==> config.mk <==
export PLATFORM = sky130hd
export DESIGN_NAME = addr_cha_din_multiplexer_flat
export DESIGN_NICKNAME = d
export VERILOG_FILES = /design/src/rtl/addr_cha_din_multiplexer_if.sv /design/src/rtl/addr_cha_din_multiplexer.sv /design/src/flat_wrapper.sv
export SDC_FILE = /design/constraint.sdc
export NUM_CORES = 1
export LEC_CHECK = 0
export CORE_ASPECT_RATIO = 0.7
export CORE_MARGIN = 4
export CORE_UTILIZATION = 35
export DETAILED_ROUTE_END_ITERATION = 7
export PLACE_DENSITY = 0.81
export RECOVER_POWER = 25
export SLEW_MARGIN = 25
export SYNTH_ARGS = -nofsm -noshare
export SYNTH_HDL_FRONTEND = slang
export SYNTH_SLANG_ARGS = --single-unit
==> constraint.sdc <==
create_clock -name clk_in -period 1.15 [get_ports clk_in]
set_clock_uncertainty 0.15 [all_clocks]
set_input_delay 0.115 -clock clk_in [delete_from_list [all_inputs] [get_ports clk_in]]
set_output_delay 0.115 -clock clk_in [all_outputs]
set_load 0.01 [all_outputs]
==> src/rtl/addr_cha_din_multiplexer_if.sv <==
// Pin-side bus of the chip driver output mux.
// The driver FSM is the master; the mux is the slave.
interface addr_cha_din_multiplexer_if #(
  parameter int DATA_W = 8,
  parameter int ADDR_W = 4
);
  localparam int SEL_W = $clog2(DATA_W);

  logic [ADDR_W-1:0] sw_cha0_sel;
  logic [ADDR_W-1:0] sw_cha1_sel;
  logic [ADDR_W-1:0] adr_select;
  logic [DATA_W-1:0] reset_val;
  logic [DATA_W-1:0] cha0_data;
  logic [DATA_W-1:0] cha1_data;
  logic [ADDR_W-1:0] cha_select;
  logic [SEL_W-1:0]  din_select;
  logic [ADDR_W-1:0] sel;
  logic [DATA_W-1:0] din_data;
  logic              serial_din;

  modport master (
    output sw_cha0_sel, sw_cha1_sel,
    output adr_select, reset_val,
    output cha0_data, cha1_data,
    output cha_select, din_select,
    input  sel, din_data, serial_din
  );

  modport slave (
    input  sw_cha0_sel, sw_cha1_sel,
    input  adr_select, reset_val,
    input  cha0_data, cha1_data,
    input  cha_select, din_select,
    output sel, din_data, serial_din
  );
endinterface

==> src/rtl/addr_cha_din_multiplexer.sv <==
// Registered address / word / serial-bit selection
// feeding the chip pins directly.
module addr_cha_din_multiplexer #(
  parameter int DATA_W = 8,
  parameter int ADDR_W = 4
) (
  input  logic clk_in,
  input  logic resn,
  addr_cha_din_multiplexer_if.slave bus
);
  localparam int SEL_W = $clog2(DATA_W);
  localparam logic [SEL_W-1:0] MSB_IDX =
    SEL_W'(DATA_W - 1);

  logic [ADDR_W-1:0] sel_d, sel_q;
  logic [DATA_W-1:0] din_data_d, din_data_q;
  logic              serial_din_d, serial_din_q;
  logic [SEL_W-1:0]  bit_idx;

  always_comb begin
    sel_d = '0;
    case (bus.adr_select)
      ADDR_W'(0): sel_d = bus.sw_cha0_sel;
      ADDR_W'(1): sel_d = bus.sw_cha1_sel;
      default:    sel_d = '0;
    endcase
  end

  always_comb begin
    din_data_d = '0;
    case (bus.cha_select)
      ADDR_W'(0): din_data_d = bus.reset_val;
      ADDR_W'(1): din_data_d = bus.cha0_data;
      ADDR_W'(2): din_data_d = bus.cha1_data;
      default:    din_data_d = '0;
    endcase
  end

  // MSB first: index 0 picks the top bit of the live word
  always_comb begin
    bit_idx      = MSB_IDX - bus.din_select;
    serial_din_d = din_data_d[bit_idx];
  end

  always_ff @(posedge clk_in or negedge resn) begin
    if (!resn) begin
      sel_q        <= '0;
      din_data_q   <= '0;
      serial_din_q <= 1'b0;
    end else begin
      sel_q        <= sel_d;
      din_data_q   <= din_data_d;
      serial_din_q <= serial_din_d;
    end
  end

  assign bus.sel        = sel_q;
  assign bus.din_data   = din_data_q;
  assign bus.serial_din = serial_din_q;
endmodule

==> src/flat_wrapper.sv <==
// flat-port wrapper written by rule: the top's interface ports become plain ports
module addr_cha_din_multiplexer_flat 
#(
  parameter int DATA_W = 8,
  parameter int ADDR_W = 4
)
  (clk_in, resn, bus_sw_cha0_sel, bus_sw_cha1_sel, bus_adr_select, bus_reset_val, bus_cha0_data, bus_cha1_data, bus_cha_select, bus_din_select, bus_sel, bus_din_data, bus_serial_din);
  addr_cha_din_multiplexer_if #(.DATA_W(DATA_W), .ADDR_W(ADDR_W)) bus_i ();
  input  logic clk_in;
  input  logic resn;
  input wire logic [$bits(bus_i.sw_cha0_sel)-1:0] bus_sw_cha0_sel;
  input wire logic [$bits(bus_i.sw_cha1_sel)-1:0] bus_sw_cha1_sel;
  input wire logic [$bits(bus_i.adr_select)-1:0] bus_adr_select;
  input wire logic [$bits(bus_i.reset_val)-1:0] bus_reset_val;
  input wire logic [$bits(bus_i.cha0_data)-1:0] bus_cha0_data;
  input wire logic [$bits(bus_i.cha1_data)-1:0] bus_cha1_data;
  input wire logic [$bits(bus_i.cha_select)-1:0] bus_cha_select;
  input wire logic [$bits(bus_i.din_select)-1:0] bus_din_select;
  output wire logic [$bits(bus_i.sel)-1:0] bus_sel;
  output wire logic [$bits(bus_i.din_data)-1:0] bus_din_data;
  output wire logic [$bits(bus_i.serial_din)-1:0] bus_serial_din;
  assign bus_i.sw_cha0_sel = bus_sw_cha0_sel;
  assign bus_i.sw_cha1_sel = bus_sw_cha1_sel;
  assign bus_i.adr_select = bus_adr_select;
  assign bus_i.reset_val = bus_reset_val;
  assign bus_i.cha0_data = bus_cha0_data;
  assign bus_i.cha1_data = bus_cha1_data;
  assign bus_i.cha_select = bus_cha_select;
  assign bus_i.din_select = bus_din_select;
  assign bus_sel = bus_i.sel;
  assign bus_din_data = bus_i.din_data;
  assign bus_serial_din = bus_i.serial_din;
  addr_cha_din_multiplexer #(.DATA_W(DATA_W), .ADDR_W(ADDR_W)) u_core (.clk_in(clk_in), .resn(resn), .bus(bus_i));
endmodule
==> impl_results.md <==
- Status: finished with violations
- Failing checks: negative setup slack
- Number of global-route vias before repair: about 1,000
- Die width: ~63 um
- # IOs: just under 60
- Initial DRC Count: 25
- XOR/XNOR Fraction of Synth Area: 0%
- Crit path depth: 6
- Die Area: about 2900 um^2
- Sequential-to-total area share from yosys stat: roughly 45%
- VDD IR max: about 530 uV
- Clock Sinks: 13
- PortBufs: 57
- Aggregate global routing overflow: 0
- Clk pwr share: 23.8%
- Fin Hold WS: slightly below 90 ps
- Gr usage total: about a quarter
- Core box area: approximately 1900 um^2
- Cell accounting for the most synthesized area: dfrtp_1
- N_diodes: 0
- Setup Viol. Count Final: 5
- Total Wirelength: just over 4 mm
- Crit start category: input pin
- Top cell type's share of synthesized area: about 45%
- P&R area growth vs syn: 133%
- Starting Density: 37.9%
- Leak: 0.872 nW
- CTS tree: built
- Post-DP HPWL: about 2 mm
- Post-DP Area: 1430 um^2
- Simple-gate share of the synthesized area: 18.0%
- Yosys reg bits: 13
- Vias per cell: 5.45
- Pin count of the biggest net entering global routing: 14
- # fillers: ~80
- Final ANT Viol Nets: 0
- Final min period: about 1400 ps
- Sw Pwr: approximately 0.36 mW
- Cell Area, Synth: around 730 um^2
- Post-synthesis mux area share: between 10% and 20%
- Vias: ~950
- Critical-path top delay cell: or4_1
- Initial antenna violation count: 0
- Syn Nets: ~110
- Clock transition at path regs: around 90 ps
- Crit path DAT: between 1000 and 1500 ps
- Share of layout cells above drive strength 1: between 40% and 50%
- Cts bufs inserted: 3
- Fin worst setup slack: -296 ps
- Setup CP Type: in -> reg
- RSZ-0062 raised after global routing: true
- Crit path buffers/inverters: 2
- Top delay family on crit path: simple AND/OR/NAND/NOR gates
- Mean post-synth cell area: approximately 11 um^2
- Setup crit end kind: flop
- Synth top area cells: dfrtp_1, mux2i_1, a2bb2oi_1
- Switching Fraction: 28.7%
- Total power: roughly 1.3 mW
- CP Cell Sequence: buf_6, buf_12, mux2i_2, a2bb2oi_2, o22ai_1, or4_1
- Flop pwr share: about two fifths
- Final nets: about 200
- Die Y: 46.2 um
- Relative slew margins: between 80 and 90%
- Adder-Cell Fraction of Synth Area: 0%
- Largest family of logic cells by synthesized area: simple AND/OR/NAND/NOR gates
- Design Area, Final: approximately 1700 um^2
- Worst slew pin tran: around 270 ps
- Comb power frac: roughly 38%
- RePlAce Congestion: ~0.7
- Min-delay worst type: in -> reg
- WL per Instance: around 23 um
- Critical Path RT: ~1200 ps
- Compound-cell area share of the yosys netlist: between 10% and 20%
- Crit path to: u_core.bus.serial_din$_DFF_PN0_
- Global-route wire length before repair: around 5.4 mm
- Max_cap viols: 0
- Root buf cell: clkbuf_4
- Drt drc: 0
- Post-synthesis cell type count: 23
- Ys Warns: 0
- Cell row count: 13
- Fin crit share: 126%
- Final hold vios: 0
- Int Pwr: between 0.8 and 0.9 mW
- Max Slew Vio Count: 0
- Worst Setup SP: bus_cha_select[1]
- CTS HTree Levels: 1
- Initial DRT Pass Iterations: 4
- Worst-path fanout max: 8
- Achievable Freq: roughly 690 MHz
- Synth Instances: 64
- Clock Path Buffers: 2
- Pwr dens: 740 nW/um^2
- CP peak stage delay: 510 ps
what timing repair did:
action,in CTS,in global routing
endpoints found under the hold margin,13,0
pin swaps,12,10
setup buffers,13,3
gates resized for setup,92,28
hold buffers,1,0
endpoints found under the setup margin,22,13
state kept, by name, summed over array words and instances, names as in the netlist:
register	count
u_core.bus.din_data	8
u_core.bus.sel	4
u_core.bus.serial_din	1
routing by layer:
| metal | vias up | wire [um] | global-route usage (%) |
|---|---|---|---|
| li1 | 417 | - | - |
| met1 | 470 | 1490 | 27.0 |
| met2 | 48 | 2180 | 51.3 |
| met3 | 19 | 226 | 6.10 |
| met4 | 0 | 189 | 11.8 |
| met5 | - | 0 | 0 |
layout make-up:
| type | instances | area [um^2] | share of cell area, % |
|---|---|---|---|
| clock buffers | 4 | 26.3 | 1.55 |
| inverters | 5 | 18.8 | 1.11 |
| multi-input cells | 43 | 522 | 30.8 |
| flip-flops and latches | 13 | 325 | 19.2 |
| well taps | 22 | 27.5 | 1.62 |
| repair buffers | 88 | 777 | 45.8 |
cells in the mapped netlist:
cell,count
a211o_2,1
a211oi_1,1
a2bb2oi_1,5
a32o_1,1
and3b_1,1
buf_6,2
clkbuf_1,1
dfrtp_1,13
inv_1,5
mux2i_1,11
nand2b_1,1
nand3_1,1
nand3b_1,2
nor2_1,6
nor2b_1,1
nor4b_4,1
o22ai_1,2
o2bb2ai_1,1
o2bb2ai_2,1
o32ai_1,1
or3_1,3
or3b_2,2
or4_1,1
power groups by stage:
stage / Clock [mW] / Sequential (mW) / Combinational (mW)
6_report: 0.299 / 0.483 / 0.475
3_5_place_dp: 0 / 0.489 / 0.357
5_1_grt: 0.328 / 0.485 / 0.493
2_1_floorplan: 0 / 0.499 / 0.0939
3_3_place_gp: 0 / 0.488 / 0.349
4_1_cts: 0.293 / 0.480 / 0.419
cell usage in the layout (no fill, tap or decap), types with 3 or more instances in the layout:
cell type / synthesis / final
dfrtp_1: 13 / 13
dlymetal6s2s_1: 0 / 5
clkbuf_2: 0 / 8
buf_4: 0 / 21
mux2i_2: 0 / 3
mux2i_1: 11 / 4
dlygate4sd2_1: 0 / 16
nor2_1: 6 / 5
inv_1: 5 / 3
clkdlybuf4s50_1: 0 / 19
clkbuf_4: 0 / 3
a2bb2oi_2: 0 / 4
buf_6: 2 / 9
buf_2: 0 / 7
mux2i_4: 0 / 4
worst min-delay path by stage:
stage	start	cells past startpoint	to
after global routing	bus_cha0_data[2]	2	u_core.bus.din_data[2]$_DFF_PN0_
after global placement	resn	2	u_core.bus.sel[1]$_DFF_PN0_
after floorplan	resn	0	u_core.bus.din_data[0]$_DFF_PN0_
after detailed placement	resn	2	u_core.bus.sel[2]$_DFF_PN0_
final	bus_cha0_data[2]	2	u_core.bus.din_data[2]$_DFF_PN0_
after CTS	bus_cha_select[2]	4	u_core.bus.din_data[1]$_DFF_PN0_
cell families (layout without fill, tap and decap cells):
group	after synthesis	count (layout)
simple gates	19	19
flops	13	13
buf+inv	8	97
compound gates	13	13
mux	11	11
metrics by stage:
step / util [%] / worst slack [ps] / TNS (ps) / cells
after global placement: 74.3 / -950 / -5970 / 155
after detailed placement: 74.3 / -983 / -6270 / 155
after floorplan: - / -316 / -316 / 64
after global routing: 88.4 / -309 / -652 / 175
after CTS: 86.8 / -279 / -333 / 172
final: 88.4 / -296 / -648 / 175
No activity file was read; power rests on OpenSTA's default activity.
